File: src/rtl/mips_ctrl_pkg.sv
// mips_ctrl_pkg
// Shared definitions for the multicycle MIPS main controller:
//   - opcode constants for the supported instruction classes
//   - FSM state encoding (exported on the debug 'state' port)
//   - encodings of the alu_src_b, alu_op and pc_src mux selects
//   - the packed control word produced by the output decoder
//   - is_legal_op(): true for every opcode the controller sequences
package mips_ctrl_pkg;

  localparam logic [5:0] OP_RTYPE = 6'b000000;
  localparam logic [5:0] OP_LW    = 6'b100011;
  localparam logic [5:0] OP_SW    = 6'b101011;
  localparam logic [5:0] OP_BEQ   = 6'b000100;
  localparam logic [5:0] OP_ADDI  = 6'b001000;
  localparam logic [5:0] OP_J     = 6'b000010;

  typedef enum logic [3:0] {
    S_FETCH  = 4'd0,
    S_DECODE = 4'd1,
    S_MEMADR = 4'd2,
    S_MEMRD  = 4'd3,
    S_MEMWB  = 4'd4,
    S_MEMWR  = 4'd5,
    S_RTEX   = 4'd6,
    S_RTWB   = 4'd7,
    S_BEQEX  = 4'd8,
    S_ADDIEX = 4'd9,
    S_ADDIWB = 4'd10,
    S_JEX    = 4'd11
  } state_t;

  typedef enum logic [1:0] {
    SRCB_B       = 2'b00,
    SRCB_FOUR    = 2'b01,
    SRCB_IMM     = 2'b10,
    SRCB_IMM_SH2 = 2'b11
  } alu_src_b_t;

  typedef enum logic [1:0] {
    ALUOP_ADD   = 2'b00,
    ALUOP_SUB   = 2'b01,
    ALUOP_FUNCT = 2'b10
  } alu_op_t;

  typedef enum logic [1:0] {
    PCSRC_ALU    = 2'b00,
    PCSRC_ALUOUT = 2'b01,
    PCSRC_JUMP   = 2'b10
  } pc_src_t;

  typedef struct packed {
    logic       pc_en;
    logic       iord;
    logic       mem_read;
    logic       mem_write;
    logic       ir_write;
    logic       reg_dst;
    logic       mem_to_reg;
    logic       reg_write;
    logic       alu_src_a;
    alu_src_b_t alu_src_b;
    alu_op_t    alu_op;
    pc_src_t    pc_src;
  } ctrl_t;

  function automatic logic is_legal_op(input logic [5:0] op);
    return (op == OP_RTYPE) || (op == OP_LW) || (op == OP_SW) ||
           (op == OP_BEQ) || (op == OP_ADDI) || (op == OP_J);
  endfunction

endpackage

File: src/rtl/mips_ctrl_outdec.sv
// mips_ctrl_outdec
// Combinational control-word decode for the multicycle MIPS controller.
// Ports:
//   state     in   current FSM state
//   zero      in   ALU zero flag (qualifies the branch PC load)
//   mem_ready in   memory handshake (qualifies the fetch PC/IR load)
//   ctrl      out  packed control word; every field not named for a
//                  state stays 0, including for the unused encodings 12-15
module mips_ctrl_outdec
  import mips_ctrl_pkg::*;
(
  input  state_t state,
  input  logic   zero,
  input  logic   mem_ready,
  output ctrl_t  ctrl
);

  always_comb begin
    ctrl = '0;
    case (state)
      S_FETCH: begin
        ctrl.mem_read  = 1'b1;
        ctrl.alu_src_b = SRCB_FOUR;
        // PC+4 and the instruction are captured only when the read completes
        ctrl.ir_write  = mem_ready;
        ctrl.pc_en     = mem_ready;
      end
      S_DECODE: begin
        // Branch target is precomputed into ALUOut while decoding
        ctrl.alu_src_b = SRCB_IMM_SH2;
      end
      S_MEMADR: begin
        ctrl.alu_src_a = 1'b1;
        ctrl.alu_src_b = SRCB_IMM;
      end
      S_MEMRD: begin
        ctrl.iord     = 1'b1;
        ctrl.mem_read = 1'b1;
      end
      S_MEMWB: begin
        ctrl.mem_to_reg = 1'b1;
        ctrl.reg_write  = 1'b1;
      end
      S_MEMWR: begin
        // Held high through stalls; the memory commits on its ready cycle
        ctrl.iord      = 1'b1;
        ctrl.mem_write = 1'b1;
      end
      S_RTEX: begin
        ctrl.alu_src_a = 1'b1;
        ctrl.alu_op    = ALUOP_FUNCT;
      end
      S_RTWB: begin
        ctrl.reg_dst   = 1'b1;
        ctrl.reg_write = 1'b1;
      end
      S_BEQEX: begin
        ctrl.alu_src_a = 1'b1;
        ctrl.alu_op    = ALUOP_SUB;
        ctrl.pc_src    = PCSRC_ALUOUT;
        // Mealy term: take the branch only when A-B is zero this cycle
        ctrl.pc_en     = zero;
      end
      S_ADDIEX: begin
        ctrl.alu_src_a = 1'b1;
        ctrl.alu_src_b = SRCB_IMM;
      end
      S_ADDIWB: begin
        ctrl.reg_write = 1'b1;
      end
      S_JEX: begin
        ctrl.pc_src = PCSRC_JUMP;
        ctrl.pc_en  = 1'b1;
      end
      default: ctrl = '0;
    endcase
  end

endmodule

File: src/rtl/mips_multicycle_ctrl.sv
// mips_multicycle_ctrl
// Main control FSM of the multicycle MIPS datapath.
// Ports:
//   clk, rst          clock and synchronous active-high reset
//   op                opcode from the instruction register
//   zero, mem_ready   ALU zero flag and memory completion handshake
//   pc_en .. pc_src   datapath mux selects and write enables
//   illegal_op        one-cycle pulse in DECODE for unsupported opcodes
//   instr_count       retired-instruction counter, wraps modulo 2^CNT_W
//   state             current FSM state for debug
module mips_multicycle_ctrl
  import mips_ctrl_pkg::*;
#(
  parameter int CNT_W = 32
) (
  input  logic             clk,
  input  logic             rst,
  input  logic [5:0]       op,
  input  logic             zero,
  input  logic             mem_ready,
  output logic             pc_en,
  output logic             iord,
  output logic             mem_read,
  output logic             mem_write,
  output logic             ir_write,
  output logic             reg_dst,
  output logic             mem_to_reg,
  output logic             reg_write,
  output logic             alu_src_a,
  output logic [1:0]       alu_src_b,
  output logic [1:0]       alu_op,
  output logic [1:0]       pc_src,
  output logic             illegal_op,
  output logic [CNT_W-1:0] instr_count,
  output logic [3:0]       state
);

  state_t           state_q;
  state_t           state_d;
  logic             illegal_dec;
  logic             retire;
  logic [CNT_W-1:0] count_q;
  ctrl_t            ctrl;

  always_ff @(posedge clk) begin
    if (rst) begin
      state_q <= S_FETCH;
    end else begin
      state_q <= state_d;
    end
  end

  always_comb begin
    state_d     = S_FETCH;
    illegal_dec = 1'b0;
    case (state_q)
      S_FETCH:  state_d = mem_ready ? S_DECODE : S_FETCH;
      S_DECODE: begin
        case (op)
          OP_LW, OP_SW: state_d = S_MEMADR;
          OP_RTYPE:     state_d = S_RTEX;
          OP_BEQ:       state_d = S_BEQEX;
          OP_ADDI:      state_d = S_ADDIEX;
          OP_J:         state_d = S_JEX;
          default: begin
            state_d     = S_FETCH;
            illegal_dec = 1'b1;
          end
        endcase
      end
      S_MEMADR: state_d = (op == OP_LW) ? S_MEMRD : S_MEMWR;
      S_MEMRD:  state_d = mem_ready ? S_MEMWB : S_MEMRD;
      S_MEMWB:  state_d = S_FETCH;
      S_MEMWR:  state_d = mem_ready ? S_FETCH : S_MEMWR;
      S_RTEX:   state_d = S_RTWB;
      S_RTWB:   state_d = S_FETCH;
      S_BEQEX:  state_d = S_FETCH;
      S_ADDIEX: state_d = S_ADDIWB;
      S_ADDIWB: state_d = S_FETCH;
      S_JEX:    state_d = S_FETCH;
      default:  state_d = S_FETCH;
    endcase
  end

  // An instruction retires on the edge that leaves its last state;
  // a store only leaves MEMWR once the memory has accepted it.
  always_comb begin
    retire = 1'b0;
    case (state_q)
      S_MEMWB, S_RTWB, S_BEQEX, S_ADDIWB, S_JEX: retire = 1'b1;
      S_MEMWR: retire = mem_ready;
      default: retire = 1'b0;
    endcase
  end

  always_ff @(posedge clk) begin
    if (rst) begin
      count_q <= '0;
    end else if (retire) begin
      count_q <= count_q + CNT_W'(1);
    end
  end

  mips_ctrl_outdec u_outdec (
    .state     (state_q),
    .zero      (zero),
    .mem_ready (mem_ready),
    .ctrl      (ctrl)
  );

  // State-changing strobes are suppressed while reset is held so an
  // abandoned instruction cannot write anything on the reset edge.
  assign pc_en      = ctrl.pc_en     & ~rst;
  assign ir_write   = ctrl.ir_write  & ~rst;
  assign reg_write  = ctrl.reg_write & ~rst;
  assign mem_write  = ctrl.mem_write & ~rst;
  assign illegal_op = illegal_dec    & ~rst;

  assign iord        = ctrl.iord;
  assign mem_read    = ctrl.mem_read;
  assign reg_dst     = ctrl.reg_dst;
  assign mem_to_reg  = ctrl.mem_to_reg;
  assign alu_src_a   = ctrl.alu_src_a;
  assign alu_src_b   = ctrl.alu_src_b;
  assign alu_op      = ctrl.alu_op;
  assign pc_src      = ctrl.pc_src;
  assign instr_count = count_q;
  assign state       = state_q;

endmodule

File: config.mk
export PLATFORM = sky130hd
export DESIGN_NAME = mips_multicycle_ctrl
export DESIGN_NICKNAME = d
export VERILOG_FILES = /design/src/rtl/mips_ctrl_pkg.sv /design/src/rtl/mips_ctrl_outdec.sv /design/src/rtl/mips_multicycle_ctrl.sv
export SDC_FILE = /design/constraint.sdc
export NUM_CORES = 1
export LEC_CHECK = 0
export BUFFER_PORTS_ARGS = -buffer_cell sky130_fd_sc_hd__buf_4
export CAP_MARGIN = 20
export CORE_MARGIN = 1
export CORE_UTILIZATION = 41
export CTS_BUF_LIST = sky130_fd_sc_hd__clkbuf_8 sky130_fd_sc_hd__clkbuf_16
export CTS_CLUSTER_SIZE = 24
export DETAILED_ROUTE_END_ITERATION = 8
export GPL_ROUTABILITY_DRIVEN = 0
export PLACE_DENSITY = 0.64
export SYNTH_ARGS = -nofsm -noshare
export SYNTH_HDL_FRONTEND = slang
export SYNTH_SLANG_ARGS = --single-unit
File: constraint.sdc
create_clock -name clk -period 3.15 [get_ports clk]
set_input_delay 0.63 -clock clk [delete_from_list [all_inputs] [get_ports clk]]
set_output_delay 0.63 -clock clk [all_outputs]
set_load 0.03 [all_outputs]
# After elaboration in Yosys (flattened, before gate mapping)
# Index checks and enable logic that the tools add are counted.
# classes
bitwise	6
muxes	21
eq_ne	16
addsub	1
reduce_logical	10
# ops
cell	n
$add 32x1->32 const B	1
$pmux 4 s7	1
$pmux 4 s5	1
$eq 4x3->1 const B	4
$eq 4x4->1 const B	4
$eq 6x6->1 const B	2
$mux 1	11
$mux 3	3
$eq 4x2->1 const B	2
$pmux 2 s2	2
$reduce_or 2->1	4
$eq 6x2->1 const B	1
$eq 6x3->1 const B	1
$eq 6x4->1 const B	1
$logic_not 6->1	1
$pmux 2 s3	1
$reduce_or 6->1	1
$and 1x1->1	5
$reduce_or 5->1	1
$eq 4x1->1 const B	1
$logic_not 4->1	1
$reduce_or 4->1	1
$pmux 1 s3	1
$reduce_or 3->1	1
2 further kinds	2
# totals
out_inout_bits	52
word_cells	56
inputBits	10
reg_bits	36

# Logic depth before layout (Yosys ltp)
# logic_depth
word_depth	5
depth_mapped	8
depth_no_buf	6

# By module
# From an unflattened synthesis, not the netlist that was laid out.
# unflattened
hier_cells	285
hier_area_um2	2243.4
# modules_own_cells
module	seq_area_each_um2	n_inst	cells_per_inst	area_per_inst_um2
mips_multicycle_ctrl	720.7	1	256	2024.4
mips_ctrl_outdec	0.0	1	29	219.0

# Worst setup path after synthesis
# No wires, ideal clock.
# synth_timing
path_type	reg-to-output
start	reg state_q[0], in the netlist state[0]
end	out reg_write
t_arrival_ns	1.935
path_buffers	1
path_slack_ns	0.585
required_ns	2.520
path_stages_with_launch	6
path_cell_list	dfxtp_1 > clkbuf_1 > nand2_1 > nor2_1 > a21oi_1 > nor2_1
# synth_between
elab_chain_cells	4
word_cells_on_any_way	6
cone_classes	3 x eq/ne; 1 x mux; 1 x bitwise; 1 x reduce/logical
# synth_lines
item	line_no	text
start, declared	mips_multicycle_ctrl.sv:38	state_t state_q;
start signal, assigned	mips_multicycle_ctrl.sv:49	state_q <= state_d;
$eq 4x3->1 or $eq 4x4->1 (tied branches)	mips_ctrl_outdec.sv:20	case (state)
$reduce_or 3->1 (no source line) (*)	n/a	
$mux 1 (*)	mips_ctrl_outdec.sv:20	
$and 1x1->1 (*)	mips_multicycle_ctrl.sv:115	assign reg_write = ctrl.reg_write & ~rst;
end, declared	mips_multicycle_ctrl.sv:28	output logic reg_write,
# Mark *: on every way between the ends. The rest lies on a longest branch, timed or not.

# Worst setup path in the final report
# layout_timing
start	reg state_q[3], in the netlist state[3]
end	out ir_write
# layout_between
elab_chain_cells	3
# layout_lines
item	line_no	text
$logic_not 4->1	mips_ctrl_outdec.sv:20	
$mux 1	mips_ctrl_outdec.sv:20	
$and 1x1->1	mips_multicycle_ctrl.sv:114	assign ir_write = ctrl.ir_write & ~rst;
end, declared	mips_multicycle_ctrl.sv:25	output logic ir_write,
# Every way passes these cells.

==> results.yml <==
worst_setup_path:
  critical_path_class: "reg -> out"
  worst_ep_arrival_time_ns: 1.90
  end_kind: "output pin"
  crit_end: "ir_write"
  critPathRequiredTime_ns: 2.52
  reg2regPathDepth: 5
  reg2reg_from: "state[2]"
  reg2reg_slack_ns: 0.80
  startpoint_type: "flip-flop"
  crit_start: "state[3]"
  regToRegEndpoint: "instr_count[21]"
  critPathMaxFanout: 18
floorplan:
  initial_core_util: 0.439
  io_pins: 62
  placementRows: 25
  floorplan.die_area_um2: 5520
  die_y_um: 74.3
  coreArea_um2: 4880
  die_width_um: 74.3
pwr:
  p_leak_nw: 0.981
  swShare: 0.243
  powerDensity_nw_per_um2: 321
  pwr-share-comb: 0.085
  p_int_mw: 0.655
  clockPowerShare: 0.382
  share_seq_of_total_power: 0.533
  switchingPower_mw: 0.210
  irDropWorstVdd_mv: 0.193
global_routing:
  track_usage: 0.209
  grt_overflow_total: 0
  grt_antenna_before_repair: 0
  grt_pass1_wl_um: 9000
  grt_max_degree: 41
  grt_pass1_vias: 1991
synth:
  synth.most_common_cell: "dfxtp_1"
  ys_ff_latch: 36
  yosysSeqAreaShare: 0.336
  yosysTopAreaCellShare: 0.336
  synth_area_leaders: "dfxtp_1 (34%), xnor2_1 (5.3%), nor2_1 (5.3%)"
  syn_inst: 276
  syn-num-nets: 287
  ys.flop_type: "dfxtp_1"
  ys_warn_count: 0
  postSynth.asyncResetShare: 0
  avgSynthCellArea_um2: 7.77
  synth_edf_count: 0
  synth_common_cells: "dfxtp_1 (36), nor2_1 (30), a21oi_1 (20), nand2_1 (20), o21ai_0 (19)"
  syn-cell-area_um2: 2140
  yosysTopAreaCell: "dfxtp_1"
  synthDistinctLibCells: 44
layout:
  stdcell_count: 397
  n_antenna_cell: 0
  nets: 340
  area_growth_pct: 25.6
  drive_gt1_frac: 0.236
route:
  met3_length_um: 260
  drt-pass1-iter-count: 4
  met1Wirelength_um: 2530
  drc: 0
  wl_um: 5330
  vias: 2146
  ant_nets: 0
  wl_met2_um: 2500
  via_per_inst: 5.41
  dr.max_layer_used: "met4"
  wire_per_inst_um: 13.4
  drtIter0Drc: 149
outcome:
  status: "complete, no violations"
clocking:
  ctsResizeCount: 0
  clockBufferDepth: 2
  clk_latency_ns: 0.29
  post_cts_buffers: 0
  cts_buffers: 5
  clk_pin_slew_worst_paths_ns: 0.07
  root_buffer: "clkbuf_8"
  cts_sinks: 36
  hold_buffers: 0
  cts_tree: "built"
  cts-htree-levels: 2
timing:
  fin_crit_sh: 0.803
  relSlewSlack: 0.561
  slew_viol_final: 0
  hold_violations: 0
  layout_min_cycle_time_ns: 2.53
  max_freq_mhz: 395
  tns_ns: 0
  worst_pin_slew_ns: 0.658
  setup_violations: 0
  clock-skew-final_ns: 0.00414
  rsz0062_at_grt: "false"
placed_design:
  port_buffers: 61
  dp_cells: 389
  hpwl_um: 3740
flow_run:
  max_cap_viol_count: 0
min_path:
  hp-class: "reg -> reg"
## worst max-delay path: stages (launching register included)
cell and delay [ns]:
dfxtp_1 0.52, or4b_2 0.74, nor3_1 0.17, buf_4 0.19
## power by group through the flow
stage / Combinational, mW / Sequential [mW] / Clock (mW)
floorplan: 0.0445 / 0.471 / 0
CTS: 0.0737 / 0.461 / 0.339
finish: 0.0735 / 0.461 / 0.330
global route: 0.0800 / 0.461 / 0.371
detailed placement: 0.0734 / 0.472 / 0
global placement: 0.0730 / 0.472 / 0
## layout make-up
cell class / count / area, um2
clock buffer: 6 / 82.6
clock inverter: 2 / 7.51
fill: 501 / 2190
inverter: 5 / 18.8
multi-input combinational: 219 / 1310
sequential: 36 / 721
tap: 67 / 83.8
timing repair buffer: 62 / 465
## sequential cells by signal, indices dropped and copies added (netlist names)
name and flops:
instr_count 32, state 4
## logic make-up after synthesis
family,count (synthesis),synth area share
AO/OA/AOI/OAI,52,0.138
XOR/XNOR,21,0.0858
adder cells (fa/ha/maj),1,0.00584
buffers and inverters,21,0.0514
flip-flops,36,0.336
multiplexers,2,0.00934
AND/OR/NAND/NOR,143,0.373
## metrics by stage
step           total power [mW]  hold slack (ns)  setup slack (ns)   util  cell area (um2)
3_3_place_gp              0.545            0.479             0.637  0.533             2600
4_1_cts                   0.874            0.502             0.619  0.552             2690
6_report                  0.865            0.507             0.619  0.552             2690
2_1_floorplan             0.515            0.610             0.585      -             2140
5_1_grt                   0.912            0.540             0.507  0.552             2690
3_5_place_dp              0.545            0.490             0.649  0.533             2600
## placed cells by master, fill, tap and decap left out, types with 4 or more instances in the layout
| cell | netlist | final |
|---|---|---|
| buf_4 | 0 | 62 |
| nor3_1 | 17 | 17 |
| dfxtp_1 | 36 | 36 |
| nor4_1 | 13 | 13 |
| nor2_1 | 30 | 30 |
| a21oi_1 | 20 | 20 |
| inv_1 | 5 | 7 |
| nand3_1 | 15 | 15 |
| o21ai_0 | 19 | 19 |
| xor2_1 | 8 | 8 |
| or3_1 | 13 | 13 |
| xnor2_1 | 13 | 13 |
| and2_1 | 4 | 4 |
| nand4_1 | 10 | 10 |
| nand2_1 | 20 | 20 |
| clkbuf_8 | 0 | 6 |
## routing by layer
layer	global-route usage	vias up
li1	-	1107
met1	0.266	984
met5	0	-
met3	0.0501	5
met2	0.355	50
met4	0.0566	0
## worst min-delay path by stage
| stage | depth (start not counted) | start | to | slack, ns |
|---|---|---|---|---|
| final | 2 | instr_count[31] | instr_count[31] | 0.51 |
| after global routing | 2 | instr_count[31] | instr_count[31] | 0.54 |
| after CTS | 2 | instr_count[31] | instr_count[31] | 0.50 |
| after detailed placement | 2 | instr_count[31] | instr_count[31] | 0.49 |
| after global placement | 2 | instr_count[31] | instr_count[31] | 0.48 |
| after floorplan | 2 | instr_count[31] | instr_count[31] | 0.61 |
Power figures use the tool's default switching activity.
